**src/rtl/tpu_pkg.sv**
```systemverilog
// rtl/tpu_pkg.sv - shared state encoding and latency helper for the TPU tile sequencer
// Purpose: FSM state codes for tpu_tile_sequencer and the default row pipe latency.
// Ports: none (package).
package tpu_pkg;

  localparam logic [2:0] ST_IDLE   = 3'd0;
  localparam logic [2:0] ST_LOAD_W = 3'd1;
  localparam logic [2:0] ST_RELOAD = 3'd2;
  localparam logic [2:0] ST_STREAM = 3'd3;
  localparam logic [2:0] ST_DRAIN  = 3'd4;
  localparam logic [2:0] ST_FINISH = 3'd5;

  typedef enum logic [2:0] {
    S_IDLE   = ST_IDLE,
    S_LOAD_W = ST_LOAD_W,
    S_RELOAD = ST_RELOAD,
    S_STREAM = ST_STREAM,
    S_DRAIN  = ST_DRAIN,
    S_FINISH = ST_FINISH
  } seq_state_e;

  // UB read (1) + input skew + array traversal (2*N) + output de-skew (1).
  function automatic int default_latency(input int matrix_size);
    return 2 * matrix_size + 2;
  endfunction

endpackage

```
**src/rtl/tpu_tile_sequencer_if.sv**
```systemverilog
// rtl/tpu_tile_sequencer_if.sv - host, weight FIFO, UB and result SRAM signals of the tile sequencer
// Purpose: bundles every non-clock port of tpu_tile_sequencer.
// Modports: master = sequencer side, slave = surrounding datapath/host side.
// Optional: TPU_SEQ_PERF_EN adds perf_cycles / perf_stalls.
interface tpu_tile_sequencer_if #(
  parameter int ADDRESSSIZE = 10,
  parameter int TILE_BW     = 8
);
  logic                   start;
  logic [TILE_BW-1:0]     num_tiles;
  logic [ADDRESSSIZE-1:0] ub_base;
  logic [ADDRESSSIZE-1:0] res_base;
  logic                   fifo_empty;
  logic                   fifo_rd_en;
  logic                   we_rl;
  logic                   ub_re;
  logic [ADDRESSSIZE-1:0] ub_addr;
  logic                   res_we;
  logic [ADDRESSSIZE-1:0] res_addr;
  logic                   busy;
  logic                   done;
`ifdef TPU_SEQ_PERF_EN
  logic [31:0]            perf_cycles;
  logic [31:0]            perf_stalls;
`endif

  modport master (
    input  start, num_tiles, ub_base, res_base, fifo_empty,
    output fifo_rd_en, we_rl, ub_re, ub_addr, res_we, res_addr, busy, done
`ifdef TPU_SEQ_PERF_EN
    , output perf_cycles, perf_stalls
`endif
  );

  modport slave (
    output start, num_tiles, ub_base, res_base, fifo_empty,
    input  fifo_rd_en, we_rl, ub_re, ub_addr, res_we, res_addr, busy, done
`ifdef TPU_SEQ_PERF_EN
    , input perf_cycles, perf_stalls
`endif
  );

endinterface

```
**src/rtl/sig_delay_line.sv**
```systemverilog
// rtl/sig_delay_line.sv - fixed-depth shift register with async clear and occupancy flag
// Purpose: delays din by DEPTH cycles; any_set is high while any stage holds a set bit.
// Ports: clk, rst (async active-high clear), din/dout [WIDTH], any_set.
module sig_delay_line #(
  parameter int DEPTH = 33,
  parameter int WIDTH = 1
) (
  input  logic             clk,
  input  logic             rst,
  input  logic [WIDTH-1:0] din,
  output logic [WIDTH-1:0] dout,
  output logic             any_set
);

  logic [WIDTH-1:0] stage_q [DEPTH];
  logic [WIDTH-1:0] stage_d [DEPTH];

  always_comb begin
    stage_d[0] = din;
    for (int i = 1; i < DEPTH; i++) stage_d[i] = stage_q[i-1];
  end

  always_comb begin
    any_set = 1'b0;
    for (int i = 0; i < DEPTH; i++) any_set = any_set | (|stage_q[i]);
  end

  always_ff @(posedge clk or posedge rst) begin
    if (rst) begin
      for (int i = 0; i < DEPTH; i++) stage_q[i] <= '0;
    end else begin
      stage_q <= stage_d;
    end
  end

  assign dout = stage_q[DEPTH-1];

endmodule

```
**src/rtl/tpu_tile_sequencer.sv**
```systemverilog
// rtl/tpu_tile_sequencer.sv - runs NUM_TILES weight tiles through the systolic array back-to-back
// Purpose: per tile pops the weight FIFO, pulses we_rl, streams MATRIX_SIZE UB rows and
//          writes the MATRIX_SIZE result rows LATENCY cycles after each row read.
// Ports: clk, rst (async active-high), bus (tpu_tile_sequencer_if.master):
//        start/num_tiles/ub_base/res_base/fifo_empty in; fifo_rd_en/we_rl/ub_re/ub_addr/
//        res_we/res_addr/busy/done out.
// Optional: TPU_SEQ_PERF_EN adds perf_cycles (busy cycles) and perf_stalls (LOAD_W starved cycles).
module tpu_tile_sequencer
  import tpu_pkg::*;
#(
  parameter int ADDRESSSIZE = 10,
  parameter int MATRIX_SIZE = 16,
  parameter int TILE_BW     = 8,
  parameter int LATENCY     = default_latency(MATRIX_SIZE)
) (
  input  logic clk,
  input  logic rst,
  tpu_tile_sequencer_if.master bus
);

  localparam int ROW_W = (MATRIX_SIZE > 1) ? $clog2(MATRIX_SIZE) : 1;
  localparam logic [ROW_W-1:0] ROW_LAST = ROW_W'(MATRIX_SIZE - 1);

  seq_state_e             state_q, state_d;
  logic [TILE_BW-1:0]     num_tiles_q, num_tiles_d;
  logic [TILE_BW-1:0]     tile_cnt_q, tile_cnt_d;
  logic [ROW_W-1:0]       row_cnt_q, row_cnt_d;
  logic                   we_rl_q, we_rl_d;
  logic                   ub_re_q, ub_re_d;
  logic [ADDRESSSIZE-1:0] ub_addr_q, ub_addr_d;
  logic                   res_we_q, res_we_d;
  logic [ADDRESSSIZE-1:0] res_addr_q, res_addr_d;
  logic                   busy_q, busy_d;
  logic                   done_q, done_d;
  logic [TILE_BW:0]       tile_next;
  logic                   pipe_out, pipe_any, start_acc, fifo_pop;

  // res_we_q is the final stage of the LATENCY-deep row pipe, so the line itself is one shorter.
  sig_delay_line #(.DEPTH(LATENCY - 1), .WIDTH(1)) u_pipe (
    .clk     (clk),
    .rst     (rst),
    .din     (ub_re_q),
    .dout    (pipe_out),
    .any_set (pipe_any)
  );

  assign start_acc = (state_q == S_IDLE) && bus.start;
  // Pop decided on the live empty flag so a ready FIFO costs no extra cycle.
  assign fifo_pop  = (state_q == S_LOAD_W) && !bus.fifo_empty;

  always_comb begin
    state_d     = state_q;
    num_tiles_d = num_tiles_q;
    tile_cnt_d  = tile_cnt_q;
    row_cnt_d   = row_cnt_q;
    we_rl_d     = 1'b0;
    ub_re_d     = 1'b0;
    busy_d      = busy_q;
    done_d      = 1'b0;
    tile_next   = {1'b0, tile_cnt_q} + 1'b1;
    res_we_d    = pipe_out;
    // Both pointers advance after each strobe; rows are contiguous across tiles.
    ub_addr_d   = ub_re_q  ? ub_addr_q + 1'b1  : ub_addr_q;
    res_addr_d  = res_we_q ? res_addr_q + 1'b1 : res_addr_q;
    case (state_q)
      S_IDLE: begin
        if (bus.start) begin
          num_tiles_d = bus.num_tiles;
          tile_cnt_d  = '0;
          ub_addr_d   = bus.ub_base;
          res_addr_d  = bus.res_base;
          busy_d      = 1'b1;
          // A zero-tile job passes through DRAIN, whose empty pipe sends it to FINISH.
          state_d     = (bus.num_tiles == '0) ? S_DRAIN : S_LOAD_W;
        end
      end
      S_LOAD_W: begin
        if (fifo_pop) begin
          we_rl_d = 1'b1;
          state_d = S_RELOAD;
        end
      end
      S_RELOAD: begin
        row_cnt_d = '0;
        ub_re_d   = 1'b1;
        state_d   = S_STREAM;
      end
      S_STREAM: begin
        if (row_cnt_q == ROW_LAST) begin
          state_d = S_DRAIN;
        end else begin
          ub_re_d   = 1'b1;
          row_cnt_d = row_cnt_q + 1'b1;
        end
      end
      S_DRAIN: begin
        // Line empty: the tile's last row is in res_we_q and issues this cycle.
        if (!pipe_any) begin
          tile_cnt_d = tile_next[TILE_BW-1:0];
          if (tile_next < {1'b0, num_tiles_q}) begin
            state_d = S_LOAD_W;
          end else begin
            state_d = S_FINISH;
            done_d  = 1'b1;
            busy_d  = 1'b0;
          end
        end
      end
      S_FINISH: state_d = S_IDLE;
      default:  state_d = S_IDLE;
    endcase
  end

  always_ff @(posedge clk or posedge rst) begin
    if (rst) begin
      state_q     <= S_IDLE;
      num_tiles_q <= '0;
      tile_cnt_q  <= '0;
      row_cnt_q   <= '0;
      we_rl_q     <= 1'b0;
      ub_re_q     <= 1'b0;
      ub_addr_q   <= '0;
      res_we_q    <= 1'b0;
      res_addr_q  <= '0;
      busy_q      <= 1'b0;
      done_q      <= 1'b0;
    end else begin
      state_q     <= state_d;
      num_tiles_q <= num_tiles_d;
      tile_cnt_q  <= tile_cnt_d;
      row_cnt_q   <= row_cnt_d;
      we_rl_q     <= we_rl_d;
      ub_re_q     <= ub_re_d;
      ub_addr_q   <= ub_addr_d;
      res_we_q    <= res_we_d;
      res_addr_q  <= res_addr_d;
      busy_q      <= busy_d;
      done_q      <= done_d;
    end
  end

  assign bus.fifo_rd_en = fifo_pop;
  assign bus.we_rl      = we_rl_q;
  assign bus.ub_re      = ub_re_q;
  assign bus.ub_addr    = ub_addr_q;
  assign bus.res_we     = res_we_q;
  assign bus.res_addr   = res_addr_q;
  assign bus.busy       = busy_q;
  assign bus.done       = done_q;

`ifdef TPU_SEQ_PERF_EN
  logic [31:0] perf_cycles_q, perf_cycles_d;
  logic [31:0] perf_stalls_q, perf_stalls_d;

  always_comb begin
    perf_cycles_d = perf_cycles_q;
    perf_stalls_d = perf_stalls_q;
    if (start_acc) begin
      perf_cycles_d = '0;
      perf_stalls_d = '0;
    end else begin
      if (busy_q && (perf_cycles_q != '1)) perf_cycles_d = perf_cycles_q + 32'd1;
      if ((state_q == S_LOAD_W) && bus.fifo_empty && (perf_stalls_q != '1))
        perf_stalls_d = perf_stalls_q + 32'd1;
    end
  end

  always_ff @(posedge clk or posedge rst) begin
    if (rst) begin
      perf_cycles_q <= '0;
      perf_stalls_q <= '0;
    end else begin
      perf_cycles_q <= perf_cycles_d;
      perf_stalls_q <= perf_stalls_d;
    end
  end

  assign bus.perf_cycles = perf_cycles_q;
  assign bus.perf_stalls = perf_stalls_q;
`else
  logic unused_start_acc;
  assign unused_start_acc = start_acc;
`endif

endmodule

```
**src/flat_wrapper.sv**
```systemverilog
// flat-port wrapper written by rule: the top's interface ports become plain ports
module tpu_tile_sequencer_flat import tpu_pkg::*;
#(
  parameter int ADDRESSSIZE = 10,
  parameter int MATRIX_SIZE = 16,
  parameter int TILE_BW     = 8,
  parameter int LATENCY     = default_latency(MATRIX_SIZE)
)
  (clk, rst, bus_start, bus_num_tiles, bus_ub_base, bus_res_base, bus_fifo_empty, bus_fifo_rd_en, bus_we_rl, bus_ub_re, bus_ub_addr, bus_res_we, bus_res_addr, bus_busy, bus_done);
  tpu_tile_sequencer_if #(.ADDRESSSIZE(ADDRESSSIZE), .TILE_BW(TILE_BW)) bus_i ();
  input  logic clk;
  input  logic rst;
  input wire logic [$bits(bus_i.start)-1:0] bus_start;
  input wire logic [$bits(bus_i.num_tiles)-1:0] bus_num_tiles;
  input wire logic [$bits(bus_i.ub_base)-1:0] bus_ub_base;
  input wire logic [$bits(bus_i.res_base)-1:0] bus_res_base;
  input wire logic [$bits(bus_i.fifo_empty)-1:0] bus_fifo_empty;
  output wire logic [$bits(bus_i.fifo_rd_en)-1:0] bus_fifo_rd_en;
  output wire logic [$bits(bus_i.we_rl)-1:0] bus_we_rl;
  output wire logic [$bits(bus_i.ub_re)-1:0] bus_ub_re;
  output wire logic [$bits(bus_i.ub_addr)-1:0] bus_ub_addr;
  output wire logic [$bits(bus_i.res_we)-1:0] bus_res_we;
  output wire logic [$bits(bus_i.res_addr)-1:0] bus_res_addr;
  output wire logic [$bits(bus_i.busy)-1:0] bus_busy;
  output wire logic [$bits(bus_i.done)-1:0] bus_done;
  assign bus_i.start = bus_start;
  assign bus_i.num_tiles = bus_num_tiles;
  assign bus_i.ub_base = bus_ub_base;
  assign bus_i.res_base = bus_res_base;
  assign bus_i.fifo_empty = bus_fifo_empty;
  assign bus_fifo_rd_en = bus_i.fifo_rd_en;
  assign bus_we_rl = bus_i.we_rl;
  assign bus_ub_re = bus_i.ub_re;
  assign bus_ub_addr = bus_i.ub_addr;
  assign bus_res_we = bus_i.res_we;
  assign bus_res_addr = bus_i.res_addr;
  assign bus_busy = bus_i.busy;
  assign bus_done = bus_i.done;
  tpu_tile_sequencer #(.ADDRESSSIZE(ADDRESSSIZE), .MATRIX_SIZE(MATRIX_SIZE), .TILE_BW(TILE_BW), .LATENCY(LATENCY)) u_core (.clk(clk), .rst(rst), .bus(bus_i));
endmodule
```
**config.mk**
```make
export PLATFORM = sky130hd
export DESIGN_NAME = tpu_tile_sequencer_flat
export DESIGN_NICKNAME = d
export VERILOG_FILES = /design/src/rtl/tpu_pkg.sv /design/src/rtl/tpu_tile_sequencer_if.sv /design/src/rtl/sig_delay_line.sv /design/src/rtl/tpu_tile_sequencer.sv /design/src/flat_wrapper.sv
export SDC_FILE = /design/constraint.sdc
export NUM_CORES = 1
export LEC_CHECK = 0
export ABC_AREA = 0
export CORE_ASPECT_RATIO = 0.8
export CORE_MARGIN = 10
export CORE_UTILIZATION = 45
export CTS_CLUSTER_SIZE = 30
export DETAILED_ROUTE_END_ITERATION = 10
export GPL_TIMING_DRIVEN = 0
export PLACE_DENSITY = 0.75
export SYNTH_ARGS = -nofsm -noshare
export SYNTH_HDL_FRONTEND = slang
export SYNTH_SLANG_ARGS = --single-unit
```
**constraint.sdc**
```tcl
create_clock -name clk -period 5.9 [get_ports clk]
set_input_delay 1.18 -clock clk [delete_from_list [all_inputs] [get_ports clk]]
set_output_delay 1.18 -clock clk [all_outputs]
set_load 0.05 [all_outputs]
```
==> impl_metrics.toml, run 1 <==
[run_status]
status = "finished clean"

[sta]
max_slew_margin = 0.5610
finalHoldViolations = 0
fmax_ghz = 0.2458
final-max-slew-violation-count = 0
final.setup.tns_ns = 0
fin_ws_ns = 1.831
min_period_over_period = 0.6897
setup_viol = 0
clock_skew_ns = 0.01311
tightest_slew_ns = 0.6525
rsz0062_at_grt = "false"
min_period_ns = 4.069

[yosys]
async_reset_ff_frac = 1.000
syn_area_per_cell_um2 = 11.18
synthesis.nets = 353
synth_most_common_cell = "dfrtp_1"
synth-simple-area-share = 0.1755
synth-compound-area-share = 0.08342
post_synth_num_cell_types = 43
yosysSeqAreaShare = 0.5850
synthFlopType = "dfrtp_1"
synthXorXnorAreaFrac = 0.06573
synthAdderAreaFrac = 0.03973
synthTopCellsByCount = "dfrtp_1, nand2_1, o21ai_0"
syn_inst = 310
synth_area_leaders = "dfrtp_1, nand2_1, ha_1"
synth.cell_area_um2 = 3465
synth_edf_count = 0
yosys_warnings = 0
ys_ff_latch = 81
synth_mux_area_frac = 0.01625
synth_top_family_by_area = "simple AND/OR/NAND/NOR gates"
yosysTopAreaCellShare = 0.5850
synth_area_leader_cell = "dfrtp_1"

[finish]
nFillCells = 644
drive_gt1_frac = 0.08594
syn_to_final_growth_pct = 27.56
nNetsFinal = 422
insertedDiodeCount = 0

[critical_path]
worst-r2r-setup-slack_ns = 3.44
crit_path_max_fanout = 3
crit_required_ns = 4.72
start_kind = "input port"
crit_arrival_ns = 2.89
path_class = "input port to output port"
end_kind = "output port"

[clock_tree]
cts_tree = "yes"
ctsResizeCount = 0
postCtsHoldBufs = 0
clkTransAtPathRegs_ns = 0.07
cts.sinks = 81
cts_buffer_depth = 2
clkLatencyLatePin_ns = 0.35
htree_num_levels = 3
numCtsBuffers = 9
cts_setup_buffers = 0
cts_root_buf = "clkbuf_8"

[power]
vdd_drop_max_v = 0.0002114
power.leakage_uw = 0.001982
pwr_density_cell_nw_per_um2 = 514.3

[hold_path]
hold_class = "register to register"

[route]
drt_iter0_drc = 194
post_drt_wl_per_cell_um = 15.47
drtPass1Iterations = 4
vias = 2485
wirelength_um = 7567
ant_nets = 0
viasPerCell = 5.082
drc = 0

[global_route]
antenna_found_initial = 0
grt_pass1_vias = 2527
grt_start_max_net_pins = 54
grt_pass1_wl_um = 12880
grt-ovfl-total = 0
gr-usage-all-layers = 0.1354

[placed_design]
io_buffers = 57
dp_slack_ns = 1.800
dp_hpwl_um = 5486
gp_congestion = 0.8066

[die]
core_um2 = 7462
start_util = 0.4643
pin_count = 58
die_w_um = 118.1
row_count = 28
die_h_um = 98.48
dieArea_um2 = 11630

[job]
maxCapViolCount = 0
## registers in the layout, indices dropped and copies added, names as in the netlist
name                   cells
u_core.row_cnt_q           4
u_core.u_pipe.stage_d     32
u_core.u_pipe.dout         1
u_core.bus.res_we          1
u_core.bus.we_rl           1
u_core.bus.ub_addr        10
u_core.bus.res_addr       10
u_core.bus.ub_re           1
u_core.bus.done            1
u_core.state_q             3
u_core.num_tiles_q         8
u_core.tile_cnt_q          8
u_core.bus.busy            1
## worst paths after layout
check	endpoint	start	cells past startpoint
worst max-delay path	bus_fifo_rd_en	bus_fifo_empty	3
worst min-delay path	u_core.u_pipe.stage_d[18]	u_core.u_pipe.stage_d[19]	0
worst max register to register	u_core.state_q[2]	u_core.tile_cnt_q[0]	8
worst min register to register	u_core.u_pipe.stage_d[18]	u_core.u_pipe.stage_d[19]	0
max in group asynchronous	u_core.tile_cnt_q[2]	rst	3
min in group asynchronous	u_core.u_pipe.stage_d[24]	rst	2
## per-stage QoR
step                total power, µW  utilization  instances  instance area, µm²  hold WS [ns]
floorplan                      1522            -        310                3465        0.3540
CTS                            2290       0.5922        489                4419        0.3819
global placement               1803       0.5584        472                4167        0.3608
finish                         2273       0.5922        489                4419        0.3778
detailed placement             1833       0.5624        473                4197        0.3648
global route                   2423       0.5922        489                4419        0.3866
## routing by layer
layer,up-vias,routed length (µm),track usage
met5,-,0,0
met4,0,50,0.03416
met3,6,308,0.04333
met2,52,3448,0.2100
met1,1211,3760,0.1798
li1,1216,-,-
## critical path: stages
cell	delay, ns
clkdlybuf4s50_1	0.42
nor4b_1	0.40
clkdlybuf4s50_1	0.89
## logic make-up after synthesis
kind of cell	count (synthesis)
AOI/OAI and AO/OA	47
xor gates and xnor gates	26
adders and majority gates	11
buffers and inverters	25
DFF	81
muxes	5
and+or+nand+nor	115
## where the power goes
| part | switching [µW] | total (µW) | internal (µW) |
|---|---|---|---|
| logic | 547 | 872 | 326 |
| registers | 173 | 949 | 776 |
| clock network | 189 | 451 | 262 |
## placed cells by master (no fill, tap or decap), drive strengths merged, types with 3 or more instances in the layout
cell type,netlist,routed
nand4,11,11
clkdlybuf4s50,0,57
nor4,11,11
inv,13,13
xnor2,12,12
clkbuf,1,15
ha,11,11
nand2,48,48
a21o,6,6
o21ai,30,30
nor3,5,5
dfrtp,81,81
and3,4,4
mux2i,3,3
buf,11,12
nand3b,3,3
xor2,14,14
and4,4,4
nor2,12,12
nand3,8,8
## area by class of cell
type	instances	area [µm²]	share of cell area
buffer	12	70.07	0.01586
sequential	81	2027	0.4587
inverter	13	51.30	0.01161
multi-input combinational	204	1319	0.2984
tap	105	131.4	0.02973
clock inverter	2	60.06	0.01359
clock buffer	14	162.7	0.03681
timing repair buffer	58	598.1	0.1353
Power figures use the tool's default switching activity.
==> inputs of run 2 (changes only) <==
==> constraint.sdc (replaced) <==
create_clock -name clk -period 4 [get_ports clk]
set_input_delay 0.8 -clock clk [delete_from_list [all_inputs] [get_ports clk]]
set_output_delay 0.8 -clock clk [all_outputs]
set_load 0.05 [all_outputs]
==> results of run 2 <==
The final DEF is identical to that of run 1. Status: finished clean.
Main changes from that run: setup slack after placement 1.800 ns -> 0.6603 ns; setup slack after layout 1.831 ns -> 0.6910 ns; register-to-register setup slack 3.44 ns -> 1.54 ns; total power 2273 µW -> 3352 µW; worst IR drop on VDD 0.0002114 V -> 0.0003118 V
==> inputs of run 3 (changes only) <==
==> constraint.sdc (replaced) <==
create_clock -name clk -period 3.2 [get_ports clk]
set_input_delay 0.64 -clock clk [delete_from_list [all_inputs] [get_ports clk]]
set_output_delay 0.64 -clock clk [all_outputs]
set_load 0.05 [all_outputs]
==> results of run 3 <==
The final DEF is identical to that of run 1. Status: finished clean.
Main changes from that run: setup slack after placement 1.800 ns -> 0.1803 ns; setup slack after layout 1.831 ns -> 0.2110 ns; register-to-register setup slack 3.44 ns -> 0.74 ns; total power 2273 µW -> 4190 µW; worst IR drop on VDD 0.0002114 V -> 0.0003898 V
